### src/rtl/wait_timer.sv
// rtl/wait_timer.sv - seconds countdown timer with prescaler, hold/pause and expiry pulse
// Optional registered BCD digit outputs are built only when WAIT_TIMER_BCD_EN is defined.
module wait_timer #(
    parameter int TICK_DIV = 50000000
) (
    input  logic       clk,
    input  logic       reset,
    input  logic       start,
    input  logic       cancel,
    input  logic       hold,
    input  logic [4:0] wtime,
    output logic [4:0] remaining,
    output logic       busy,
    output logic       done,
    output logic       expired,
    output logic [3:0] digit_ones,
    output logic [3:0] digit_tens
);

    typedef enum logic [1:0] {
        S_IDLE,
        S_RUN,
        S_PAUSE,
        S_EXPIRED
    } state_t;

    // 26 bits covers the largest legal divider (2^26 - 1 terminal count).
    localparam int            PW        = 26;
    localparam logic [PW-1:0] TICK_LAST = PW'(TICK_DIV - 1);

    state_t          state_q, state_d;
    logic [PW-1:0]   presc_q, presc_d;
    logic [4:0]      rem_q, rem_d;
    logic            done_q, done_d;

    always_ff @(posedge clk or negedge reset) begin
        if (!reset) begin
            state_q <= S_IDLE;
            presc_q <= '0;
            rem_q   <= '0;
            done_q  <= 1'b0;
        end else begin
            state_q <= state_d;
            presc_q <= presc_d;
            rem_q   <= rem_d;
            done_q  <= done_d;
        end
    end

    always_comb begin
        state_d = state_q;
        presc_d = presc_q;
        rem_d   = rem_q;
        done_d  = 1'b0;
        if (cancel) begin
            state_d = S_IDLE;
            presc_d = '0;
            rem_d   = '0;
        end else if (start) begin
            presc_d = '0;
            rem_d   = wtime;
            if (wtime != 5'd0) begin
                state_d = S_RUN;
            end else begin
                state_d = S_EXPIRED;
                done_d  = 1'b1;
            end
        end else begin
            case (state_q)
                S_RUN: begin
                    if (hold) begin
                        state_d = S_PAUSE;
                    end else if (presc_q == TICK_LAST) begin
                        presc_d = '0;
                        if (rem_q > 5'd1) begin
                            rem_d = rem_q - 5'd1;
                        end else begin
                            rem_d   = '0;
                            state_d = S_EXPIRED;
                            done_d  = 1'b1;
                        end
                    end else begin
                        presc_d = presc_q + {{(PW-1){1'b0}}, 1'b1};
                    end
                end
                // Resuming only changes state; the frozen prescaler restarts counting next cycle.
                S_PAUSE: begin
                    if (!hold) begin
                        state_d = S_RUN;
                    end
                end
                S_EXPIRED: begin
                    rem_d = '0;
                end
                default: begin
                    state_d = S_IDLE;
                end
            endcase
        end
    end

    always_comb begin
        remaining = rem_q;
        busy      = (state_q == S_RUN) || (state_q == S_PAUSE);
        expired   = (state_q == S_EXPIRED);
        done      = done_q;
    end

`ifdef WAIT_TIMER_BCD_EN
    logic [3:0] ones_q, ones_d;
    logic [3:0] tens_q, tens_d;

    // Digits are derived from the next remaining value so they change with it.
    always_comb begin
        ones_d = 4'(rem_d % 5'd10);
        tens_d = 4'(rem_d / 5'd10);
    end

    always_ff @(posedge clk or negedge reset) begin
        if (!reset) begin
            ones_q <= '0;
            tens_q <= '0;
        end else begin
            ones_q <= ones_d;
            tens_q <= tens_d;
        end
    end

    always_comb begin
        digit_ones = ones_q;
        digit_tens = tens_q;
    end
`else
    always_comb begin
        digit_ones = 4'd0;
        digit_tens = 4'd0;
    end
`endif

endmodule

### config.mk
export PLATFORM = sky130hd
export DESIGN_NAME = wait_timer
export DESIGN_NICKNAME = d
export VERILOG_FILES = /design/src/rtl/wait_timer.sv
export SDC_FILE = /design/constraint.sdc
export NUM_CORES = 1
export LEC_CHECK = 0
export ABC_AREA = 1
export CORE_MARGIN = 8
export CORE_UTILIZATION = 64
export CTS_CLUSTER_DIAMETER = 40
export DETAILED_ROUTE_END_ITERATION = 6
export DONT_BUFFER_PORTS = 1
export PLACE_DENSITY = 0.81
export SLEW_MARGIN = 20
export SYNTH_ARGS = -nofsm -noshare
export SYNTH_HDL_FRONTEND = slang
export SYNTH_SLANG_ARGS = --single-unit
### constraint.sdc
create_clock -name clk -period 1.9 [get_ports clk]
set_clock_uncertainty 0.15 [all_clocks]
set_input_delay 0.19 -clock clk [delete_from_list [all_inputs] [get_ports clk]]
set_output_delay 0.19 -clock clk [all_outputs]
set_load 0.1 [all_outputs]
# [After elaboration in Yosys (flattened, before gate mapping)]
# Cells that the tools add are included.
[totals] inputBits=10 reg_bits=34
[op_classes] order_cmp=1 mux=26 n_reduce_logical=7 add_sub_neg=2 n_eq_ne=11
[op_table] cell="$mux 26" n=5
[op_table] cell="$add 26x1->26 const B" n=1
[op_table] cell="$eq 26x26->1 const B" n=1
[op_table] cell="$mux 5" n=5
[op_table] cell="$mux 2" n=7
[op_table] cell="$ne 4x4->1 const B" n=3
[op_table] cell="$ne 5x5->1 const B" n=2
[op_table] cell="$pmux 5 s2" n=1
[op_table] cell="$mux 1" n=7
[op_table] cell="$ne 3x3->1 const B" n=2
[op_table] cell="$pmux 2 s3" n=1
[op_table] cell="$gt 5x1->1 const B" n=1
[op_table] cell="$reduce_bool 5->1" n=1
[op_table] cell="$sub 5x1->5 const B" n=1
[op_table] cell="$eq 2x2->1 const B" n=2
[op_table] cell="$reduce_and 4->1" n=1
[op_table] cell="$reduce_bool 4->1" n=1
[op_table] cell="$reduce_and 3->1" n=1
[op_table] cell="$reduce_bool 3->1" n=1
[op_table] cell="$eq 2x1->1 const B" n=1
[op_table] cell="$reduce_and 2->1" n=1
[op_table] cell="$logic_or 1x1->1" n=1

# [Logic depth before layout (Yosys ltp)]
[logic_depth] word_depth=7 mapped_depth=12 mapped_depth_nobuf=12

# [Least setup slack after synthesis]
# OpenSTA, ideal clock, no wires.
[synth_path] kind="register to register" from="reg rem_q[1] (netlist: remaining[1])" to="reg state_q[0]" period_less_slack_ns=2.218 t_required_ns=1.684 path_stages_with_launch=8 path_slack_ns=-0.318 arrival_ns=2.002 setup_time_ns=0.066 cell_sequence="dfrtp_1 -> inv_1 -> ha_1 -> o21ai_1 -> nand4_1 -> nand3_1 -> nand2_1 -> nand2_1"
[synth_via] elab_chain_len=3
[synth_rtl] element="start: declaration" line_no="33" rtl="logic [4:0] rem_q, rem_d;"
[synth_rtl] element="start signal: assignment" line_no="45" rtl="rem_q <= rem_d;"
[synth_rtl] element="$gt 5x1->1" line_no="75" rtl="if (rem_q > 5'd1) begin"
[synth_rtl] element="$ne 5x5->1 (no source line)"
[synth_rtl] element="$reduce_and 4->1 (no source line)"
[synth_rtl] element="end signal: assignment" line_no="43" rtl="state_q <= state_d;"
[synth_rtl] element="end: declaration" line_no="31" rtl="state_t state_q, state_d;"
# Every way passes these cells.
# A chain may end at the register's enable or synchronous reset.

# [Worst setup path in the final report]
[layout_path] from="reg presc_q[1]" to="reg presc_q[16]"
[layout_via] elab_chain_len=6 word_cells_on_any_way=7 cone_classes="1 x add/sub; 1 x eq/ne; 5 x mux"
[layout_rtl] element="start: declaration" line_no="32" rtl="logic [PW-1:0] presc_q, presc_d;"
[layout_rtl] element="start signal: assignment" line_no="44" rtl="presc_q <= presc_d;"
[layout_rtl] element="$add 26x1->26 / $eq 26x26->1 (equally long branches)" line_no="83, 73"
[layout_rtl] element="$mux 26 *" line_no="73" rtl="end else if (presc_q == TICK_LAST) begin"
[layout_rtl] element="$mux 26 *" line_no="71" rtl="if (hold) begin"
[layout_rtl] element="$mux 26 *" line_no="69" rtl="case (state_q)"
[layout_rtl] element="$mux 26 *" line_no="59" rtl="end else if (start) begin"
[layout_rtl] element="$mux 26 *" line_no="55" rtl="if (cancel) begin"
# Every way passes the cells marked *; elsewhere a longest branch is shown, timed or not. The select of a mux whose other input is x is not followed.

==> results.tsv <==
stage	metric	value	unit
status	outcome	completed	
drt	DRT iter0 DRCs	181	
critical_path	Required @ worst endpoint	1.93	ns
sta	RSZ-0062 raised after global routing	yes	
sta	setup tns final	0	ns
clocking	CTS tree	built	
layout	fin cells	429	
placement	I/O Buffers	0	
pwr	pwr dens	667.9	nW/um^2
drt	wire per inst	13.50	um
global_route	vias in the first global route	2232	
critical_path	WP data arrival	1.84	ns
drt	drt total wl	5.792	mm
critical_path	Critical Path End	presc_q[16]	
critical_path	reg2reg path depth	8	
clocking	total clock sinks	34	
critical_path	Slowest cell on crit path	dfrtp_1	
global_route	first-pass GRT wire length	9.480	mm
critical_path	CP endpoint kind	flop	
job	Max-cap violations	0	
layout	Layout Nets	396	
clocking	total CTS buffers	5	
floorplanning	Die ar.	6064	um^2
placement	gpl congestion	0.8527	
drt	Vias	2373	
synth	Post-Syn Instances	352	
synth	mean post-synth cell area	6.960	um^2
synth	synth top area cells	dfrtp_1 35%, nand2_1 14%, nor2_1 8.3%, inv_1 5.8%, nand4_1 4.9%	
clocking	clk_lat worst skew	0.29	ns
synth	post-synth top area cell	dfrtp_1	
sta	fin crit period	1.802	ns
global_route	overflow left after global routing	0	
synth	Synth warnings	0	
critical_path	Critical Path Source	presc_q[1]	
critical_path	reg-to-reg slack, setup	0.1	ns
global_route	initial antenna violation count	0	
layout	synth-to-layout area growth	14.96	%
global_route	GRT Util Overall	0.1893	
critical_path	crit-path max cell delay	0.35	ns
hold_path	Hold Crit Depth	4	
pwr	Lkg Pwr	0.001297	uW
synth	mapped cell area	2450	um^2
drt	Detail Route Antenna Nets	0	
floorplanning	Die W	77.87	um
floorplanning	site row count	22	
sta	final hold violations	0	
floorplanning	initial core utilization	0.6692	
hold_path	Hold Crit Class	primary input to flop	
drt	DRC viols	0	
sta	Max Clk Rate	555.0	MHz
sta	Tcrit/Tclk final	0.9483	
clocking	H-tree depth	2	
synth	top-area cell type share of the netlist area	0.3473	
critical_path	CP Cell Sequence	ha_2 > nand3_1 > nor2_2 > nand4_1 > inv_2 > nand2_1 > o21ai_1 > nor2_1	
synth	number of flops mapped to enable cells by yosys	0	
clocking	CTS Root Cell	clkbuf_8	
layout	share of post-route cells with drive strength above 1	0.1706	
layout	ant diodes	0	
critical_path	crit-path max FO	5	
placement	Final HPWL DP	4.126	mm
clocking	CTS max path bufs	2	
floorplanning	Ports	26	
synth	Post-synth ARST share	1.000	
synth	Yosys reg bits	34	
layout	fill count	257	
synth	Synth Flop Type	dfrtp_1	
floorplanning	area of the core	3661	um^2
clocking	clock-pin slew on the worst setup and hold paths	0.07	ns
placement	placed cells	409	
pwr	maximum vdd drop	0.7122	mV
pwr	total power	1881	uW
synth	sequential share of the synthesized area	0.3473	
critical_path	worst reg2reg path startpoint	presc_q[1]	
critical_path	Startpoint Class	flop	
drt	First-pass DRT Iterations	5	
synth	Synth top cells by count	91 x nand2_1, 54 x nor2_1, 38 x inv_1	
drt	via/cell ratio	5.531	
critical_path	reg2reg end	presc_q[16]	
global_route	pin count of the biggest net entering global routing	35	
sta	final setup fails	0	
critical_path	Crit Path Category	flop to flop	
synth	count leader, synth	nand2_1	
sta	Max Slew Vio Count	0	
floorplanning	Die Ht	77.87	um
synth	unique cell type count in the Yosys netlist	31	
-- area by class of cell --
cell class / instances / area (um^2) / share of cell area
flip-flops and latches: 34 / 857.1 / 0.3043
clock inverters: 1 / 5.005 / 0.001777
well taps: 48 / 60.06 / 0.02132
repair buffers: 27 / 235.2 / 0.08352
clock buffers: 7 / 86.33 / 0.03065
inverters: 41 / 156.4 / 0.05553
multi-input cells: 271 / 1416 / 0.5029
-- stage by stage --
stage,util,cell area (um^2),hold WS [ns],setup slack (ns)
2_1_floorplan,-,2485,-0.2556,-0.1206
3_3_place_gp,0.6979,2555,-0.2548,0.05291
3_5_place_dp,0.6979,2555,-0.2547,0.006158
4_1_cts,0.7447,2726,0.001383,0.0003531
5_1_grt,0.7693,2816,0.02425,-0.03036
6_report,0.7693,2816,0.01397,0.09827
-- cell usage in the layout (no fill, tap or decap), types with 6 or more instances in the layout --
cell type,netlist,routed
a21oi_1,14,14
inv_1,38,38
nand3_1,23,22
clkbuf_8,0,6
nor3_1,11,11
nand4_1,19,19
dfrtp_1,34,31
nor2_2,5,8
conb_1,1,8
buf_4,10,20
nor2_1,54,51
nand2_1,91,90
o21ai_0,7,7
-- state kept, by name, indices dropped and copies added, names as in the netlist --
| register | count |
|---|---|
| presc_q | 26 |
| remaining | 5 |
| state_q | 2 |
| done | 1 |
-- power breakdown --
group	switching [uW]	internal (uW)	leakage, uW
sequential	26.5	748	0.000464
clock	271	292	0.0000482
combinational	411	132	0.000784
-- cells by family (layout without fill, tap and decap cells) --
kind of cell,Yosys count,in the layout,synth area share
AND/OR/NAND/NOR,220,220,0.4244
buffers and inverters,54,76,0.1057
flip-flops,34,34,0.3473
AO/OA/AOI/OAI,33,33,0.07610
adder cells (fa/ha/maj),6,6,0.03064
XOR/XNOR,4,4,0.01430
other,1,8,0.001531
-- metal layers --
layer / wire length [um] / GRT usage / share of wire / vias up
li1: - / - / - / 1176
met1: 2446 / 0.2185 / 0.42 / 1088
met2: 2855 / 0.3183 / 0.49 / 93
met3: 364 / 0.05300 / 0.063 / 16
met4: 125 / 0.08491 / 0.022 / 0
met5: 0 / 0 / 0 / -
-- critical path: cells and delay by family, from the launching register on --
family	cells	cell delay, ns
and+or+nand+nor	5	0.69
DFF	1	0.35
adders and majority gates	1	0.21
buffers and inverters	1	0.15
AOI/OAI and AO/OA	1	0.15
-- timing repair --
action	CTS	global route
buffers inserted	0	5
endpoints found under the setup margin	0	25
hold endpoints to repair	44	0
hold buffers	7	0
gates resized for setup	0	13
-- how the worst min path moves through the flow --
| stage | start | to |
|---|---|---|
| after detailed placement | reset | remaining[2] |
| after floorplan | reset | done |
| after global routing | start | remaining[4] |
| final | start | remaining[4] |
| after global placement | reset | remaining[2] |
| after CTS | start | remaining[0] |
Power figures use the tool's default switching activity.
